===== src/rtl/sdram_port_arb.sv =====
// Two-requester Avalon-MM arbiter in front of a single SDRAM controller port.
// Write bursts lock the grant; read data is steered back through an in-order id FIFO.
module sdram_port_arb #(
  parameter int ADDR_W   = 28,
  parameter int DATA_W   = 128,
  parameter int BC_W     = 8,
  parameter int RD_DEPTH = 4
) (
  input  logic                      clk_i,
  input  logic                      rst_n_i,
  input  logic [ADDR_W-1:0]         m0_address_i,
  input  logic [BC_W-1:0]           m0_burstcount_i,
  input  logic                      m0_write_i,
  input  logic                      m0_read_i,
  input  logic [DATA_W-1:0]         m0_writedata_i,
  input  logic [DATA_W/8-1:0]       m0_byteenable_i,
  output logic                      m0_waitrequest_o,
  output logic [DATA_W-1:0]         m0_readdata_o,
  output logic                      m0_readdatavalid_o,
  input  logic [ADDR_W-1:0]         m1_address_i,
  input  logic [BC_W-1:0]           m1_burstcount_i,
  input  logic                      m1_write_i,
  input  logic                      m1_read_i,
  input  logic [DATA_W-1:0]         m1_writedata_i,
  input  logic [DATA_W/8-1:0]       m1_byteenable_i,
  output logic                      m1_waitrequest_o,
  output logic [DATA_W-1:0]         m1_readdata_o,
  output logic                      m1_readdatavalid_o,
  output logic [ADDR_W-1:0]         s_address_o,
  output logic [BC_W-1:0]           s_burstcount_o,
  output logic                      s_write_o,
  output logic                      s_read_o,
  output logic [DATA_W-1:0]         s_writedata_o,
  output logic [DATA_W/8-1:0]       s_byteenable_o,
  input  logic                      s_waitrequest_i,
  input  logic [DATA_W-1:0]         s_readdata_i,
  input  logic                      s_readdatavalid_i,
  output logic [$clog2(RD_DEPTH):0] rd_outstanding_o,
  output logic                      err_o
);

  localparam int CW = $clog2(RD_DEPTH) + 1;
  localparam int PW = (RD_DEPTH > 1) ? $clog2(RD_DEPTH) : 1;

  typedef enum logic [1:0] {IDLE, CMD, WBURST} state_e;

  state_e          state_q, state_d;
  logic            grant_q, grant_d;
  logic            prio_q, prio_d;
  logic [BC_W-1:0] beatsLeft_q, beatsLeft_d;
  logic [BC_W-1:0] retCnt_q, retCnt_d;
  logic [CW-1:0]   count_q, count_d;
  logic [PW-1:0]   wrPtr_q, rdPtr_q;
  logic            fifoId_q [RD_DEPTH];
  logic [BC_W-1:0] fifoBc_q [RD_DEPTH];
  logic            err_q;

  logic            m0Req, m1Req;
  logic            gWr, gRd, gWait, readGo, push, pop;
  logic [BC_W-1:0] gBc, gBcEff, headBc;
  logic            headId, fifoFull, fifoEmpty, retValid;

  assign m0Req  = m0_write_i | m0_read_i;
  assign m1Req  = m1_write_i | m1_read_i;
  assign gWr    = grant_q ? m1_write_i : m0_write_i;
  assign gRd    = grant_q ? m1_read_i : m0_read_i;
  assign gBc    = grant_q ? m1_burstcount_i : m0_burstcount_i;
  assign gBcEff = (gBc == '0) ? BC_W'(1) : gBc;

  assign s_address_o    = grant_q ? m1_address_i : m0_address_i;
  assign s_burstcount_o = gBc;
  assign s_writedata_o  = grant_q ? m1_writedata_i : m0_writedata_i;
  assign s_byteenable_o = grant_q ? m1_byteenable_i : m0_byteenable_i;

  assign fifoFull  = (count_q == CW'(RD_DEPTH));
  assign fifoEmpty = (count_q == '0);
  assign readGo    = gRd && !gWr && !fifoFull;

  always_comb begin
    state_d     = state_q;
    grant_d     = grant_q;
    prio_d      = prio_q;
    beatsLeft_d = beatsLeft_q;
    s_write_o   = 1'b0;
    s_read_o    = 1'b0;
    gWait       = 1'b1;
    push        = 1'b0;
    case (state_q)
      IDLE: begin
        if (m0Req || m1Req) begin
          grant_d = (m0Req && m1Req) ? prio_q : m1Req;
          state_d = CMD;
        end
      end
      CMD: begin
        s_write_o = gWr;
        s_read_o  = readGo;
        // A read stalled by a full return FIFO is held off locally, not at the slave.
        gWait     = (gRd && !gWr && fifoFull) ? 1'b1 : s_waitrequest_i;
        if (gWr && !s_waitrequest_i) begin
          if (gBcEff == BC_W'(1)) begin
            prio_d  = ~grant_q;
            state_d = IDLE;
          end else begin
            beatsLeft_d = gBcEff - 1'b1;
            state_d     = WBURST;
          end
        end else if (readGo && !s_waitrequest_i) begin
          push    = 1'b1;
          prio_d  = ~grant_q;
          state_d = IDLE;
        end else if (!gWr && !gRd) begin
          state_d = IDLE;
        end
      end
      WBURST: begin
        s_write_o = gWr;
        gWait     = s_waitrequest_i;
        if (gWr && !s_waitrequest_i) begin
          beatsLeft_d = beatsLeft_q - 1'b1;
          if (beatsLeft_q == BC_W'(1)) begin
            prio_d  = ~grant_q;
            state_d = IDLE;
          end
        end
      end
      default: state_d = IDLE;
    endcase
  end

  assign m0_waitrequest_o = grant_q ? 1'b1 : gWait;
  assign m1_waitrequest_o = grant_q ? gWait : 1'b1;

  assign headId   = fifoId_q[rdPtr_q];
  assign headBc   = fifoBc_q[rdPtr_q];
  assign retValid = s_readdatavalid_i && !fifoEmpty;
  assign pop      = retValid && (retCnt_q == headBc - 1'b1);

  assign m0_readdata_o      = s_readdata_i;
  assign m1_readdata_o      = s_readdata_i;
  assign m0_readdatavalid_o = retValid && !headId;
  assign m1_readdatavalid_o = retValid && headId;

  always_comb begin
    retCnt_d = retCnt_q;
    count_d  = count_q;
    if (retValid) retCnt_d = pop ? '0 : retCnt_q + 1'b1;
    if (push && !pop) count_d = count_q + 1'b1;
    else if (pop && !push) count_d = count_q - 1'b1;
  end

  always_ff @(posedge clk_i) begin
    if (!rst_n_i) begin
      state_q     <= IDLE;
      grant_q     <= 1'b0;
      prio_q      <= 1'b0;
      beatsLeft_q <= '0;
      retCnt_q    <= '0;
      count_q     <= '0;
      wrPtr_q     <= '0;
      rdPtr_q     <= '0;
      err_q       <= 1'b0;
    end else begin
      state_q     <= state_d;
      grant_q     <= grant_d;
      prio_q      <= prio_d;
      beatsLeft_q <= beatsLeft_d;
      retCnt_q    <= retCnt_d;
      count_q     <= count_d;
      if (push) wrPtr_q <= wrPtr_q + 1'b1;
      if (pop) rdPtr_q <= rdPtr_q + 1'b1;
      if (s_readdatavalid_i && fifoEmpty) err_q <= 1'b1;
    end
  end

  // Entry payload needs no reset: occupancy alone decides what is valid.
  always_ff @(posedge clk_i) begin
    if (push) begin
      fifoId_q[wrPtr_q] <= grant_q;
      fifoBc_q[wrPtr_q] <= gBcEff;
    end
  end

  assign rd_outstanding_o = count_q;
  assign err_o            = err_q;

endmodule


===== config.mk =====
export PLATFORM = sky130hd
export DESIGN_NAME = sdram_port_arb
export DESIGN_NICKNAME = d
export VERILOG_FILES = /design/src/rtl/sdram_port_arb.sv
export SDC_FILE = /design/constraint.sdc
export NUM_CORES = 1
export LEC_CHECK = 0
export BUFFER_PORTS_ARGS = -buffer_cell sky130_fd_sc_hd__buf_2
export CELL_PAD_IN_SITES_DETAIL_PLACEMENT = 0
export CELL_PAD_IN_SITES_GLOBAL_PLACEMENT = 2
export CORE_AREA = 5 5 367 369
export CTS_CLUSTER_SIZE = 10
export DETAILED_ROUTE_END_ITERATION = 12
export DIE_AREA = 0 0 372 374
export PLACE_DENSITY_LB_ADDON = 0.1
export SETUP_SLACK_MARGIN = 0.2
export SYNTH_ARGS = -nofsm -noshare
export SYNTH_HDL_FRONTEND = slang
export SYNTH_SLANG_ARGS = --single-unit

===== constraint.sdc =====
create_clock -name clk_i -period 9.5 [get_ports clk_i]
set_clock_uncertainty 0.2 [all_clocks]
set_input_delay 2.85 -clock clk_i [delete_from_list [all_inputs] [get_ports clk_i]]
set_output_delay 2.85 -clock clk_i [all_outputs]
set_load 0.005 [all_outputs]

==> results.md, run 1 <==
Clock tree:
- The buffer type at the clock tree root is sky130_fd_sc_hd__clkbuf_16.
- Counting along the longest clock path gives a buffer depth of 2.
- Clock-pin slew was measured on the worst setup and hold paths at 0.06 ns.
- The number of hold-repair buffers added at the cts stage is 0.
- The number of clock buffers inserted by TritonCTS is 9.
- TritonCTS built the clock tree.
- The clock net in this run drives a total of 66 sinks.
- The CTS H-tree depth is 3.
- The clock insertion delay at the later pin of the skew report is 0.34 ns.
- The number of setup buffers added after CTS is 0.
- The post-cts sizing count is 0.

Timing:
- The worst-case headroom to the max-slew limit is 22.76%.
- The number of max-slew violations in the final report came to 0.
- The highest clock rate is 0.1347 GHz.
- The total count of hold-check failures in the final report is 0.
- The final critical-path required period is 7.424 ns.
- The actual slew at the worst max-slew pin is 1.150 ns.
- After layout, the worst setup slack is 2.076 ns.
- After routing, the total negative slack on setup checks comes to 0 ns.
- Of the available clock period, the critical path in the final layout requires 78.15%.
- Setup repair after global routing left no endpoint under its margin.
- The worst slack on hold paths is roughly 0.28 ns.
- Setup violations remaining at the end of the flow were counted as 0.

Detailed routing:
- After detailed routing, the number of vias per cell comes to 2.342.
- The per-cell routed wire length is 18.50 µm.
- The via count of the routed design is 6664.
- The pre-antenna-repair detailed-routing pass consisted of 4 iterations.
- In this run the remaining antenna-violating nets after routing total 0.
- For this run, design rule violations remaining after detail routing come to 0.
- The total detailed-routing wirelength is 52640 µm.
- The DRC marker count from the first detailed-route iteration is 174.

Finish:
- The count of fill cells added during filler insertion is 15465.
- Of the cells placed in the final design, the portion with a size suffix greater than 1 is 72.46%.
- At the end of the flow, the number of nets in the layout was 1588.
- The most frequent standard cell in the layout excluding fill and tap cells is sky130_fd_sc_hd__buf_2.
- For this run, the number of standard cells in the final layout without fillers is 2845.
- The area growth from synthesis to layout is 43.36%.
- In the layout the commonest cells are sky130_fd_sc_hd__buf_2, sky130_fd_sc_hd__mux2_2, sky130_fd_sc_hd__edfxtp_1.

GRT:
- The initial antenna violation count is 19.
- The first global-routing pass estimated 68550 µm of wire.
- Global routing finished with a remaining overflow of 0.
- The number of global-route vias before repair is 7216.
- Entering global routing, the biggest net connects 76 pins.
- Global routing consumed, over all layers together, 7.215% of the routing resources.

Power:
- The leakage component of the power is 0.004326 µW.
- The power per cell area is 102.1 nW/µm².
- The maximum ir drop on the vdd rail is approximately 0.074 mV.

Floorplanning:
- The core region area is 130800 µm².
- Row generation in the floorplan step produced 133 rows.
- The floorplan step set the die height to 374 µm.
- The initial core utilization is 5.844%.
- The die area is 139100 µm².
- For this design the top-level I/O count stands at 942.
- The die is approximately 370 µm wide.

Setup path:
- The worst register-to-register path has a setup slack of 4.77 ns.
- The type of origin of the critical path is an input pin.
- At the worst endpoint, the required time is between 6 and 7 ns.
- The worst path arrival time is 4.37 ns.
- The category of the most critical setup path is input pin to output pin.
- The capturing point of the worst reg2reg path is beatsLeft_q[3].
- The destination of the critical timing path is m1_waitrequest_o.
- In this run the worst setup path begins at m1_write_i.
- In this run the critical register-to-register path is launched from grant_q.
- The maximum fanout along the worst path is 5.
- The nature of the critical path endpoint is an output pin.
- The worst reg-to-reg path cell count is 14.

Logic synthesis:
- Summing the sequential cell areas from Yosys gives 22.00% of the chip area.
- The cell count after synthesis came out at between 700 and 800.
- The biggest area consumer among synthesized cells is sky130_fd_sc_hd__mux2_2.
- The netlist uses 62 different library cells.
- The share of Yosys cell area claimed by the top area cell type is a little over a quarter.
- Ranked by total cell area, the synthesized netlist is headed by sky130_fd_sc_hd__mux2_2, sky130_fd_sc_hd__buf_4, sky130_fd_sc_hd__edfxtp_1.
- The fraction of registers with async set/reset is 0%.
- Averaged over all synthesized cells, the footprint is 9.700 µm².
- The number of enable flip-flop cells after synthesis is 36.
- The number of synthesis warnings is 0.
- The synthesized design contains between 60 and 70 register bits.
- In this run the cell area of the synthesized design comes to between 7000 and 8000 µm².
- Among all flip-flop cells after synthesis, the most frequent one is sky130_fd_sc_hd__edfxtp_1.
- Counting every net in the synthesized netlist gives 1299.

Min path:
- The classification of the worst-slack hold path is register to register.
- Counting instances, the worst hold path has a depth of 2.

Run:
- Max-cap violations in this run came to 0.

Placement:
- At the placement stage, the worst setup path has a slack of 1.990 ns.
- Counting tap cells, the placed design contains a total of about 2800 instances.
- The number of buffers inserted by port buffering is approximately 560.
- The final weighted congestion in routability-driven placement is ~0.76.
- The half-perimeter wire length of the detailed placement result is 47120 µm.

Status:
- The flow ran to the end, and the final reports show no timing, DRC or antenna violations.
worst min-delay path by stage:
stage / to / from
3_3_place_gp: rdPtr_q[1] / rdPtr_q[1]
2_1_floorplan: register / rdPtr_q[1]
5_1_grt: beatsLeft_q[4] / beatsLeft_q[4]
4_1_cts: beatsLeft_q[5] / beatsLeft_q[5]
6_report: rdPtr_q[1] / rdPtr_q[1]
3_5_place_dp: beatsLeft_q[5] / beatsLeft_q[5]
metrics by stage:
stage | utilization (%) | cell area, µm² | total power [µW]
floorplan | - | 7644 | 609.0
global placement | 8.137 | 10640 | 817.8
detailed placement | 8.137 | 10640 | 811.1
CTS | 8.363 | 10940 | 1170
global route | 8.363 | 10940 | 1207
finish | 8.378 | 10960 | 1118
cells in the mapped netlist (2+ instances only):
cell and number:
sky130_fd_sc_hd__a21oi_2 2, sky130_fd_sc_hd__and3_1 10, sky130_fd_sc_hd__mux2_2 185, sky130_fd_sc_hd__buf_4 256
sky130_fd_sc_hd__nand4_1 6, sky130_fd_sc_hd__mux4_1 4, sky130_fd_sc_hd__nor3b_1 7, sky130_fd_sc_hd__o311a_1 3
sky130_fd_sc_hd__dfxtp_1 30, sky130_fd_sc_hd__nand2b_1 4, sky130_fd_sc_hd__ha_1 14, sky130_fd_sc_hd__or2_2 2
sky130_fd_sc_hd__edfxtp_1 36, sky130_fd_sc_hd__a21oi_1 17, sky130_fd_sc_hd__buf_2 2, sky130_fd_sc_hd__nor2_1 21
sky130_fd_sc_hd__nand4b_1 2, sky130_fd_sc_hd__o211ai_1 3, sky130_fd_sc_hd__mux2i_1 13, sky130_fd_sc_hd__xnor2_1 15
sky130_fd_sc_hd__o21ai_0 14, sky130_fd_sc_hd__o31ai_1 2, sky130_fd_sc_hd__a211oi_1 2, sky130_fd_sc_hd__a31oi_1 3
sky130_fd_sc_hd__nand2_1 22, sky130_fd_sc_hd__mux4_2 4, sky130_fd_sc_hd__xor2_1 6, sky130_fd_sc_hd__o21bai_1 4
sky130_fd_sc_hd__inv_1 17, sky130_fd_sc_hd__nor3_1 11, sky130_fd_sc_hd__nor2b_1 5, sky130_fd_sc_hd__clkbuf_1 28
sky130_fd_sc_hd__and2_1 6, sky130_fd_sc_hd__nand3_1 3, sky130_fd_sc_hd__o22ai_2 2
power by group:
part	total (µW)	internal [µW]	switching [µW]
Sequential	326	313	13.7
Combinational	452	215	237
Clock	340	202	138
metal layers:
| layer | vias up | wire length [µm] | global-route usage (%) |
|---|---|---|---|
| li1 | 3098 | - | - |
| met1 | 3038 | 21070 | 8.724 |
| met2 | 442 | 24840 | 11.79 |
| met3 | 72 | 6096 | 3.523 |
| met4 | 14 | 472 | 0.9784 |
| met5 | - | 161 | 0.4895 |
flip-flops by register name, summed over array words and instances, names as in the netlist, named ones only:
| name | cells |
|---|---|
| fifoId_q | 4 |
| fifoBc_q | 32 |
| prio_q | 1 |
| retCnt_q | 8 |
| rdPtr_q | 2 |
| rd_outstanding_o | 3 |
| wrPtr_q | 2 |
| beatsLeft_q | 8 |
| state_q | 2 |
| grant_q | 1 |
| err_o | 1 |
cell type report:
type | count | area, µm² | area share [%]
antenna | 8 | 20.02 | 0.1827
multi-input combinational | 417 | 3846 | 35.10
inverter | 18 | 67.56 | 0.6166
clock buffer | 9 | 225.2 | 2.055
tap | 1755 | 2196 | 20.04
timing repair buffer | 565 | 2848 | 25.99
clock inverter | 7 | 70.07 | 0.6394
sequential | 66 | 1685 | 15.38
critical path, cell delays in order:
cell and delay (ns):
sky130_fd_sc_hd__buf_2 0.12, sky130_fd_sc_hd__mux2i_1 0.62, sky130_fd_sc_hd__nand2_1 0.19, sky130_fd_sc_hd__nor3b_1 0.26, sky130_fd_sc_hd__nor2_1 0.13, sky130_fd_sc_hd__nand2_1 0.09
sky130_fd_sc_hd__buf_2 0.11
logic make-up after synthesis:
logic type               synth area share, %
adder cells (fa/ha/maj)                2.554
XOR/XNOR                               2.406
AND/OR/NAND/NOR                        8.218
AO/OA/AOI/OAI                          5.631
flip-flops                             22.00
buffers and inverters                  27.68
multiplexers                           31.51
Power figures use the tool's default switching activity.
==> inputs of run 2 (changes only) <==
--- a/config.mk
+++ b/config.mk
@@ -8,10 +8,10 @@
 export BUFFER_PORTS_ARGS = -buffer_cell sky130_fd_sc_hd__buf_2
 export CELL_PAD_IN_SITES_DETAIL_PLACEMENT = 0
 export CELL_PAD_IN_SITES_GLOBAL_PLACEMENT = 2
-export CORE_AREA = 5 5 367 369
+export CORE_AREA = 5 5 368 370
 export CTS_CLUSTER_SIZE = 10
 export DETAILED_ROUTE_END_ITERATION = 12
-export DIE_AREA = 0 0 372 374
+export DIE_AREA = 0 0 373 375
 export PLACE_DENSITY_LB_ADDON = 0.1
 export SETUP_SLACK_MARGIN = 0.2
 export SYNTH_ARGS = -nofsm -noshare
==> constraint.sdc (replaced) <==
create_clock -name clk_i -period 7.6 [get_ports clk_i]
set_clock_uncertainty 0.2 [all_clocks]
set_input_delay 2.28 -clock clk_i [delete_from_list [all_inputs] [get_ports clk_i]]
set_output_delay 2.28 -clock clk_i [all_outputs]
set_load 0.005 [all_outputs]
==> run 2 against run 1 <==
Compared with the run above: non-clock buffer count increased by 4; worst hold slack lost 0.0076 ns; register-to-register slack got worse by 1.8 ns; critical endpoint unchanged; global-route usage shrank 0.48 points; first-iteration DRC count increased by 10%; critical path type unchanged; die area is 0.54% higher; combinational power is 22% higher; routed wire length shrank 4.7%.
==> results.md, run 2 (synthesized netlist as in run 1, its figures left out) <==
Placement:
- The final weighted congestion in routability-driven placement is 0.7304 (-4.2%).
- The half-perimeter wire length of the detailed placement result was 44590 µm (-5.4%).
- The number of buffers inserted by port buffering came to 557 (unchanged).

Timing:
- The highest clock rate is roughly 0.17 GHz.
- The total count of hold-check failures in the final report came to 0 (unchanged).
- The summed negative setup slack over all endpoints was 0 ns (unchanged).
- The final critical-path required period is roughly 6 ns.
- Dividing the final minimum period by the clock period gives 77.15%.
- The worst slack on hold paths is 0.2759 ns (-0.007612 ns).
- The number of failing setup endpoints in the final timing report is 0 (unchanged).
- The worst-case headroom to the max-slew limit came to 23.80% (+1.0 points).
- The number of max-slew violations in the final report is 0 (unchanged).
- Setup repair after global routing left no endpoint under its margin.
- The actual slew at the worst max-slew pin is 1.134 ns (-0.01547 ns).

Min path:
- The classification of the worst-slack hold path is register to register.

Finish:
- Leaving out fill and tap cells, the most frequent cell in the layout is sky130_fd_sc_hd__buf_2.
- The number of nets in the final layout came to 1592 (+0.25%).
- The register with the most flip-flops in the final layout is fifoBc_q.
- The count of fill cells added during filler insertion is 15461 (-0.026%).
- The share of final-layout standard cells stronger than drive strength 1 is 72.74% (+0.29 points).
- The final core area utilization is 8.368% (-0.0099 points).
- The number of flip-flops under the largest register name came to 32 (unchanged).
- In the final layout, the registers with the most flip-flops are fifoBc_q: 32 flops, beatsLeft_q: 8 flops, retCnt_q: 8 flops.
- The area growth from synthesis to layout is 44.82%.
- The register area is 1685 µm² (unchanged).
- Leaving out fill and tap cells, the most frequent cells in the layout are sky130_fd_sc_hd__buf_2, sky130_fd_sc_hd__mux2_2, sky130_fd_sc_hd__edfxtp_1.
- The area used by multi-input combinational logic is 3851 µm² (+0.13%).

Status:
- The flow ran to the end, and the final reports show no timing, DRC or antenna violations.

Clock tree:
- The number of setup buffers added after CTS was 0 (unchanged).
- The CTS H-tree depth is 3 (unchanged).
- The clock tree from TritonCTS is yes.
- The post-cts sizing count came to 0 (unchanged).
- The clock tree buffer depth came to 2 (unchanged).
- The sink count of the clock tree is 66 (unchanged).
- The clock transition at the registers of the reported paths was 0.07 ns (about the same).
- The clock insertion delay at the later pin of the skew report is 0.36 ns (+0.02 ns).
- The cell sitting at the root of the clock tree is a sky130_fd_sc_hd__clkbuf_16.
- The number of clock buffers inserted by TritonCTS was 9 (unchanged).
- The number of hold-repair buffers added at the cts stage was 0 (unchanged).

Floorplanning:
- The number of placement rows is 134 (+0.75%).
- The number of top-level pins came to 942 (unchanged).
- The initial core utilization is 5.778% (-0.066 points).
- The die span in y is 375 µm (+0.27%).
- The core region area is 132300 µm² (+1.1%).
- The x dimension of the die is 373 µm (+0.27%).
- The die area came to 139900 µm² (+0.54%).

Detailed routing:
- The DRC marker count from the first detailed-route iteration is 192 (+10%).
- The per-cell routed wire length is 17.51 µm (-5.4%).
- The via count of the routed design was 6740 (+1.1%).
- The number of iterations in the first detailed-routing pass is 4 (unchanged).
- The number of nets with antenna violations after routing is 0 (unchanged).
- The post-route DRC violation count came to 0 (unchanged).
- The total detailed-routing wirelength is 50150 µm (-4.7%).
- The mean number of vias per cell is 2.353 (+0.47%).

Setup path:
- STA classifies the critical path startpoint as an input pin.
- The worst setup path is captured at an output pin.
- The critical path goes through buf_2 > mux2i_1 > buf_4 > nand2_1 > nor3b_1 > nor2_1 > nand2_1 > buf_2.
- On the critical path, the stage with the largest delay is an instance of sky130_fd_sc_hd__nor3b_1.
- The worst path arrival time is 3.38 ns (-0.99 ns).
- The endpoint required time on the critical path was 5.12 ns (-1.33 ns).
- The maximum fanout along the worst path is 5 (unchanged).
- The highest cell delay on the worst timing path was 0.21 ns (-0.41 ns).
- The category of the most critical setup path is input pin to output pin.

Power:
- The leakage component of the power is 0.004377 µW (+1.2%).
- The maximum ir drop on the vdd rail is 0.1039 mV (+41%).
- The power per cell area came to 130.3 nW/µm² (+28%).

GRT:
- The global-route wire length before repair is 65230 µm (-4.9%).
- The aggregate global routing overflow is 0 (unchanged).
- The initial antenna violation count is 17 (-2).
- The global routing usage summed across all routing layers is 6.739% (-0.48 points).
- The maximum number of pins on one net before global-route repair is 106 (+39%).
- The number of global-route vias before repair is 7343 (+1.8%).

Run:
- The number of max-cap violations is 0 (unchanged).
## run 2: worst max-delay path, delay by kind of cell
kind / cells / cell delay [ns]
buf+inv: 3 / 0.43
simple gates: 4 / 0.51
mux: 1 / 0.15
## run 2: metrics by stage
step / total power [µW] / setup slack, ns / cell area (µm²) / std cells
6_report: 1442 / 1.736 / 11070 / 2864
5_1_grt: 1539 / 1.432 / 11050 / 2857
4_1_cts: 1500 / 1.541 / 11040 / 2854
3_5_place_dp: 1000 / 1.194 / 10720 / 2838
3_3_place_gp: 1009 / 0.9398 / 10710 / 2838
2_1_floorplan: 761.2 / 2.123 / 7644 / 788
## run 2: path summary, 6_finish.rpt
check	endpoint	from	slack (ns)	cells past startpoint
worst max-delay path	m1_waitrequest_o	m1_write_i	1.74	8
worst min-delay path	beatsLeft_q[5]	beatsLeft_q[5]	0.28	2
worst max register to register	rd_outstanding_o[2]	register	2.93	13
worst min register to register	beatsLeft_q[5]	beatsLeft_q[5]	0.28	2
## run 2: where the power goes
part,switching (µW),total [µW],internal (µW)
Sequential,20.8,411,391
Clock,188,478,290
Combinational,278,552,275
Total,486,1440,956
## run 2: area by class of cell
class / count / share of cell area, %
Multi-Input combinational cell: 417 / 34.79
Sequential cell: 66 / 15.23
Timing Repair Buffer: 569 / 26.22
Inverter: 18 / 0.6104
Tap cell: 1768 / 19.98
Clock buffer: 9 / 2.035
Clock inverter: 7 / 0.9043
Antenna cell: 10 / 0.2261
## run 2: layer usage
| metal | vias up | part of all wire [%] | track usage [%] |
|---|---|---|---|
| met5 | - | 0.27 | 0.5146 |
| met3 | 56 | 10 | 3.107 |
| met2 | 442 | 48 | 11.14 |
| met4 | 10 | 0.88 | 0.9567 |
| li1 | 3114 | - | - |
| met1 | 3118 | 41 | 8.156 |
